[config.mk]
export PLATFORM = sky130hd
export DESIGN_NAME = wb_port_arbiter
export DESIGN_NICKNAME = d
export VERILOG_FILES = /design/src/rtl/wb_port_arbiter_pkg.sv /design/src/rtl/wb_port_arbiter_result_fifo.sv /design/src/rtl/wb_port_arbiter.sv
export SDC_FILE = /design/constraint.sdc
export NUM_CORES = 1
export LEC_CHECK = 0
export BUFFER_PORTS_ARGS = -buffer_cell sky130_fd_sc_hd__buf_2
export CORE_MARGIN = 10
export CORE_UTILIZATION = 40
export DETAILED_ROUTE_END_ITERATION = 8
export GPL_ROUTABILITY_DRIVEN = 0
export PLACE_DENSITY = 0.58
export SYNTH_ARGS = -nofsm -noshare
export SYNTH_HDL_FRONTEND = slang
export SYNTH_SLANG_ARGS = --single-unit
export TNS_END_PERCENT = 50
[constraint.sdc]
create_clock -name clk -period 7.4 [get_ports clk]
set_input_delay 1.48 -clock clk [delete_from_list [all_inputs] [get_ports clk]]
set_output_delay 1.48 -clock clk [all_outputs]
set_load 0.03 [all_outputs]
[src/rtl/wb_port_arbiter_pkg.sv]
// wb_port_arbiter_pkg: shared arbiter state encoding and default widths.
package wb_port_arbiter_pkg;
    typedef enum logic [1:0] {IDLE = 2'd0, WAIT = 2'd1, FORCE = 2'd2} state_e;
    localparam int DEF_DEPTH    = 4;
    localparam int DEF_MAX_WAIT = 8;
    localparam int DEF_AW       = 6;
    localparam int DEF_DW       = 32;
endpackage

[src/rtl/wb_port_arbiter_result_fifo.sv]
// wb_result_fifo: long-result queue exposing per-entry valid/address for hazard lookup.
module wb_result_fifo #(
    parameter int DEPTH = 4,
    parameter int W     = 38,
    parameter int AW    = 6
) (
    input  logic                     clk,
    input  logic                     rst_n,
    input  logic                     push_i,
    input  logic                     pop_i,
    input  logic [W-1:0]             data_i,
    output logic                     full_o,
    output logic                     empty_o,
    output logic [W-1:0]             head_o,
    output logic [$clog2(DEPTH):0]   count_o,
    output logic [DEPTH-1:0]         valid_o,
    output logic [AW-1:0]            addr_o [DEPTH]
);
    localparam int PW = $clog2(DEPTH);
    localparam int CW = PW + 1;
    logic [W-1:0]  mem_q [DEPTH];
    logic [PW-1:0] rd_q, wr_q;
    logic [CW-1:0] cnt_q;
    assign full_o  = cnt_q == CW'(DEPTH);
    assign empty_o = cnt_q == '0;
    assign head_o  = mem_q[rd_q];
    assign count_o = cnt_q;
    always_ff @(posedge clk)
        if (push_i) mem_q[wr_q] <= data_i;
    always_ff @(posedge clk or negedge rst_n) begin
        if (!rst_n) begin
            rd_q  <= '0;
            wr_q  <= '0;
            cnt_q <= '0;
        end else begin
            rd_q  <= rd_q + PW'(pop_i);
            wr_q  <= wr_q + PW'(push_i);
            cnt_q <= cnt_q + CW'(push_i) - CW'(pop_i);
        end
    end
    // An entry is live when its distance from the read pointer is below the count.
    for (genvar i = 0; i < DEPTH; i++) begin : g_ent
        assign valid_o[i] = {1'b0, PW'(i) - rd_q} < cnt_q;
        assign addr_o[i]  = mem_q[i][W-1 -: AW];
    end
endmodule

[src/rtl/wb_port_arbiter.sv]
// wb_port_arbiter: shares the register-file write port between WB and the long unit,
// with a starvation counter forcing one queued long write after MAX_WAIT denials.
module wb_port_arbiter import wb_port_arbiter_pkg::*; #(
    parameter int DEPTH    = DEF_DEPTH,
    parameter int MAX_WAIT = DEF_MAX_WAIT,
    parameter int AW       = DEF_AW,
    parameter int DW       = DEF_DW
) (
    input  logic          clk,
    input  logic          reset,
    input  logic          PipeWE,
    input  logic [AW-1:0] PipeWAddr,
    input  logic [DW-1:0] PipeWData,
    output logic          PipeStall,
    input  logic          LongValid,
    input  logic [AW-1:0] LongWAddr,
    input  logic [DW-1:0] LongWData,
    output logic          LongReady,
    output logic          RegWE,
    output logic [AW-1:0] RegWAddr,
    output logic [DW-1:0] RegWData,
    input  logic [AW-1:0] QueryAddr,
    output logic          QueryHit
);
    localparam int CW = $clog2(DEPTH) + 1;
    localparam int WW = $clog2(MAX_WAIT + 1);
    logic                 full, empty, push, pop, deny, force_d, we_d;
    logic [AW+DW-1:0]     head, grant_d;
    logic [CW-1:0]        cnt;
    logic [DEPTH-1:0]     ent_valid;
    logic [AW-1:0]        ent_addr [DEPTH];
    logic [WW-1:0]        wait_q, wait_d;
    state_e               state_q, state_d;
    wb_result_fifo #(.DEPTH(DEPTH), .W(AW + DW), .AW(AW)) u_fifo (
        .clk(clk), .rst_n(reset), .push_i(push), .pop_i(pop),
        .data_i({LongWAddr, LongWData}), .full_o(full), .empty_o(empty),
        .head_o(head), .count_o(cnt), .valid_o(ent_valid), .addr_o(ent_addr)
    );
    assign LongReady = reset && !full;
    assign push      = LongValid && LongReady;
    assign PipeStall = state_q == FORCE;
    always_comb begin
        pop     = !empty && (PipeStall || !PipeWE);
        deny    = !empty && !pop;
        we_d    = pop || PipeWE;
        grant_d = pop ? head : {PipeWAddr, PipeWData};
        force_d = deny && wait_q == WW'(MAX_WAIT - 1);
        wait_d  = (deny && !force_d) ? wait_q + WW'(1) : '0;
        state_d = force_d ? FORCE : ((cnt + CW'(push)) != CW'(pop) ? WAIT : IDLE);
    end
    always_ff @(posedge clk or negedge reset) begin
        if (!reset) begin
            state_q  <= IDLE;
            wait_q   <= '0;
            RegWE    <= 1'b0;
            RegWAddr <= '0;
            RegWData <= '0;
        end else begin
            state_q <= state_d;
            wait_q  <= wait_d;
            RegWE   <= we_d;
            if (we_d) {RegWAddr, RegWData} <= grant_d;
        end
    end
    always_comb begin
        QueryHit = RegWE && RegWAddr == QueryAddr;
        for (int i = 0; i < DEPTH; i++)
            if (ent_valid[i] && ent_addr[i] == QueryAddr) QueryHit = 1'b1;
    end
endmodule

Yosys cells after proc, flatten, opt, wreduce, memory -nomap -nowiden. Memories as Yosys holds them, arrays and structs flattened. Index checks and enable logic that the tools add are counted.

Register bits: 52. RAM bits: 152. Bits of input ports: 86. Output and inout port bits: 42. Word-level logic and storage cells: 60. Memories kept: 1.

Memory list: u_fifo.mem_q (depth 4, width 38, read ports 5, clocked after Yosys merged registers in 0, write ports 1, line wb_port_arbiter_result_fifo.sv:21) `logic [W-1:0] mem_q [DEPTH];`.

Add/subtract/negate cells: 9. $lt $le $gt $ge: 4. Equality and inequality tests: 9. Multiplexer cells: 10. Reductions and logical operators: 19.

Operator list (count): $mux W38 (1); $eq A6 B6 Y1 (5); $lt A2 B3 Y1 (4); $logic_and A1 B1 Y1 (11); $mux W1 (7); $logic_not A1 Y1 (5); $add A2 B1 Y2 (2); $add A4 B1 Y4 const B (1); $eq A4 B3 Y1 const B (1); $mux W4 (1); $sub A1 B2 Y2 const A (2); $sub A2 B2 Y2 const A (2); $add A3 B1 Y3 (1); $eq A3 B3 Y1 const B (1); $logic_not A3 Y1 (1); $ne A3 B1 Y1 (1); $sub A3 B1 Y3 (1); $eq A2 B2 Y1 const B (1); $logic_or A1 B1 Y1 (2); $mux W2 (1).

Longest topological paths before layout.
Depth in word-level cells: 9. Gate-level depth with buffers: 10. Depth with buffers taken out: 9.

Cells and area by module. From an unflattened synthesis, not the netlist that was laid out.

Cell total of the unflattened synthesis: 514. Area total of the unflattened synthesis: 8489.4 µm².

Modules (own cells, without submodules): wb_result_fifo (instances 1, cells each 269, area an instance 6173.4 µm², sequential area each 4739.5 µm²); wb_port_arbiter (instances 1, cells each 245, area an instance 2316.0 µm², sequential area each 1126.1 µm²).

Worst setup path after synthesis. OpenSTA, ideal clock, no wires.

Path type: input to register. Start point: in reset. End point: mem u_fifo.mem_q[2][0], enable pin. Setup time: 0.489 ns. Arrival time: 5.318 ns. Required time: 6.911 ns. Slack: 1.593 ns. Stages: 3. Buffers on the path: 0. Cells stage by stage: a21boi_0 nand2_1 nor3b_1.

Cells in the longest elaborated chain, start to end: 4.

Ends and longest elaborated chain: start, declared (line wb_port_arbiter.sv:10) `input logic reset,`; $logic_and A1 B1 Y1 (line wb_port_arbiter.sv:39) `assign LongReady = reset && !full;`; $logic_and A1 B1 Y1 (line wb_port_arbiter.sv:40) `assign push = LongValid && LongReady;`; $mux W1 (line wb_port_arbiter_result_fifo.sv:29) `if (push_i) mem_q[wr_q] <= data_i;`; $mux W1 (not written as such) (line wb_port_arbiter_result_fifo.sv:29); end, declared (line wb_port_arbiter_result_fifo.sv:21).

Every way passes these cells.

Worst setup path after layout.
Start point: reg u_fifo.rd_q[1]. End point: out QueryHit.

Cells in the longest elaborated chain, start to end: 7. Elaborated cells between the ends (all ways): 16. Classes of those cells: add/sub: 4; order compare: 4; mux: 4; reduce/logical: 4.

Ends and longest elaborated chain: start, declared (line wb_port_arbiter_result_fifo.sv:22) `logic [PW-1:0] rd_q, wr_q;`; start signal, assigned (line wb_port_arbiter_result_fifo.sv:36) `rd_q <= rd_q + PW'(pop_i);`; $sub A1 B2 Y2 (line wb_port_arbiter_result_fifo.sv:43) `assign valid_o[i] = {1'b0, PW'(i) - rd_q} < cnt_q;`; $lt A2 B3 Y1 (line wb_port_arbiter_result_fifo.sv:43); $logic_and A1 B1 Y1 (line wb_port_arbiter.sv:68) `if (ent_valid[i] && ent_addr[i] == QueryAddr) QueryHit = 1'b1;`; $mux W1 (3 in a row) (line wb_port_arbiter.sv:68); $mux W1 * (line wb_port_arbiter.sv:68); end, declared (line wb_port_arbiter.sv:23) `output logic QueryHit`.

Every way passes the cells marked *; elsewhere a longest branch is shown, timed or not.

==> metrics <==
status=finished, final reports clean; setup tns final=0 ps; CTS resizes=0; Max Freq=228.4 MHz; All-Layer GR Usage=0.1413; top_reg_cell synth=edfxtp_1; largest net degree at the start of global routing=54; initial DRC count=317; Final Max Slew Viols=0; post-synth net total=593; worst hold path startpoint=wait_q[0]; core box area=20360 um2; P&R area growth vs syn=19.16%; fin crit period=4378 ps; Netlist cell types=30; max-cap violation count=0; Worst slew margin=0.2401; clk_lat worst skew=500 ps; number of synthesized flops with an enable pin=152; Syn Area/Cell=16.79 um2; crit path launch=u_fifo.rd_q[1]; via count=4749; remaining antenna violation count=0; Reg2Reg Depth=6; Initial Util=0.4088; DRT Wirelength=19000 um; CTS hold repair buffers=0; fraction of registers with async set/reset=0.2549; crit end category=output port; worst r2r src=u_fifo.count_o[2]; CTS tree=done; initial antenna violation count=2; total power=0.003817 W; final setup violating endpoints=0; share of layout cells above drive strength 1=0.3412; vias per cell=5.242; CP required=5920 ps; Hold WS=476.9 ps; final worst-path cycle share=0.5917; Syn. warnings=0; power per cell area=384.8 nW/um2; clock buffer depth=3; Worst-Margin Slew=1140 ps; # port buffers=127; die area=26980 um2; total CTS buffers=23; global-route wire length before repair=29860 um; HP Class=flip-flop to flip-flop; unrepaired setup endpoints after global routing=false; Crit path arrival time=2900 ps; Synth Cell Area=8325 um2; row count=52; DRC Markers=0; Setup crit start kind=flip-flop; htree depth=1; final HPWL from detailed placement=11820 um; setup repair bufs after CTS=0; clock sinks=204; clk root buf=clkbuf_16; post-DR wirelength/cell=20.97 um; Inserted Diodes=0; #FFs+latches synth=204; Syn Inst Count=496; WS Path Type=flip-flop to output port; largest fanout on the critical path=42; hold depth=1; sequential fraction of the synthesis area=0.7045; clk_skew=17.17 ps; GRT overflow=0; clock slew at reported path FFs=60 ps; chip height=164.3 um; vias in the first global route=5165; leak pwr=3.846 nW; io pins=128; Final Hold Fails=0; width of the die=164.3 um; Peak VDD IR=0.1780 mV; Final nets=717; Initial DRT Pass Iterations=4
stage by stage:
| step | setup slack (ps) | utilization | cell area, um2 | std cells |
|---|---|---|---|---|
| 6_report | 3022 | 0.4872 | 9921 | 906 |
| 5_1_grt | 2805 | 0.4872 | 9921 | 906 |
| 4_1_cts | 2935 | 0.4872 | 9921 | 906 |
| 3_5_place_dp | 3084 | 0.4491 | 9146 | 865 |
| 3_3_place_gp | 3191 | 0.4491 | 9146 | 865 |
| 2_1_floorplan | 1593 | - | 8325 | 496 |
worst max-delay path, cell delays in order, from the launching register on:
cell       delay [ps]
dfrtp_2          1120
xor2_1            250
inv_1              70
ha_1              190
inv_1              50
o2111ai_1         100
a21oi_1           160
nand4_1           110
nand4_1           120
buf_2             220
area by class of cell:
class | instances | area [um2]
Fill cell | 1741 | 10440
Sequential cell | 204 | 5868
Multi-Input combinational cell | 242 | 2203
Timing Repair Buffer | 132 | 673.1
Clock buffer | 26 | 596.8
Tap cell | 270 | 337.8
Clock inverter | 15 | 177.7
Inverter | 17 | 63.81
cells by family (layout without fill, tap and decap cells):
kind of cell	Yosys count	count (layout)	share of synthesized area
and+or+nand+nor	105	105	0.05455
DFF	204	204	0.7045
AOI/OAI and AO/OA	52	52	0.05065
adders and majority gates	11	11	0.01653
buffers and inverters	50	190	0.03306
muxes	38	38	0.1028
xor gates and xnor gates	36	36	0.03787
Yosys cell counts, types with 3 or more instances:
| library cell | count | area [um2] |
|---|---|---|
| nor3_1 | 3 | 15.01 |
| inv_1 | 15 | 56.30 |
| nand2_1 | 80 | 300.3 |
| mux4_2 | 38 | 855.8 |
| buf_2 | 13 | 65.06 |
| buf_4 | 3 | 22.52 |
| nor2_1 | 6 | 22.52 |
| clkbuf_1 | 9 | 33.78 |
| o2111ai_1 | 4 | 35.03 |
| xnor2_1 | 27 | 236.5 |
| edfxtp_1 | 152 | 4564 |
| buf_6 | 8 | 90.09 |
| nand4_1 | 5 | 31.28 |
| a21oi_1 | 8 | 40.04 |
| ha_1 | 11 | 137.6 |
| a32oi_1 | 38 | 332.8 |
| dfrtp_1 | 52 | 1301 |
| xor2_1 | 9 | 78.83 |
final timing paths:
path	to	slack (ps)
setup / recovery	QueryHit	3020
hold / removal	wait_q[0]	480
setup reg to reg	u_fifo.count_o[2]	4710
hold reg to reg	wait_q[0]	480
max in group asynchronous	RegWData[6]	5780
min in group asynchronous	state_q[1]	1120
where the power goes:
group	leakage, nW	total [W]	internal [W]	switching, W
clock network	0.388	0.00115	0.000718	0.000433
registers	2.02	0.00162	0.00145	0.000167
logic	1.44	0.00105	0.000416	0.000630
flip-flops by register name, summed over array words and instances, names as in the netlist:
signal	cells
u_fifo.count_o	3
wait_q	4
RegWAddr	6
u_fifo.rd_q	2
state_q	2
RegWE	1
u_fifo.mem_q	152
u_fifo.wr_q	2
RegWData	32
metal layers:
metal	part of all wire	wire length, um	track usage
met3	0.060	1131	0.03554
met1	0.43	8105	0.1801
met2	0.49	9326	0.2326
met5	0.0014	27	0
met4	0.021	406	0.04346
layout by cell type, fill, tap and decap left out, drive strengths merged:
cell type  synthesis  layout
a21boi             1       1
a21oi              8       8
a31oi              1       1
a32oi             38      38
and3               1       1
buf               24     132
bufinv             0       4
clkbuf             9      26
clkinv             0      10
dfrtp             52      52
edfxtp           152     152
ha                11      11
inv               17      18
mux4              38      38
nand2             81      81
nand2b             1       1
nand3              2       2
nand3b             1       1
nand4              5       5
nor2               7       7
nor3               3       3
nor3b              2       2
nor4               1       1
o2111ai            4       4
or3                1       1
xnor2             27      27
xor2               9       9
(Power assumes the default switching activity.)
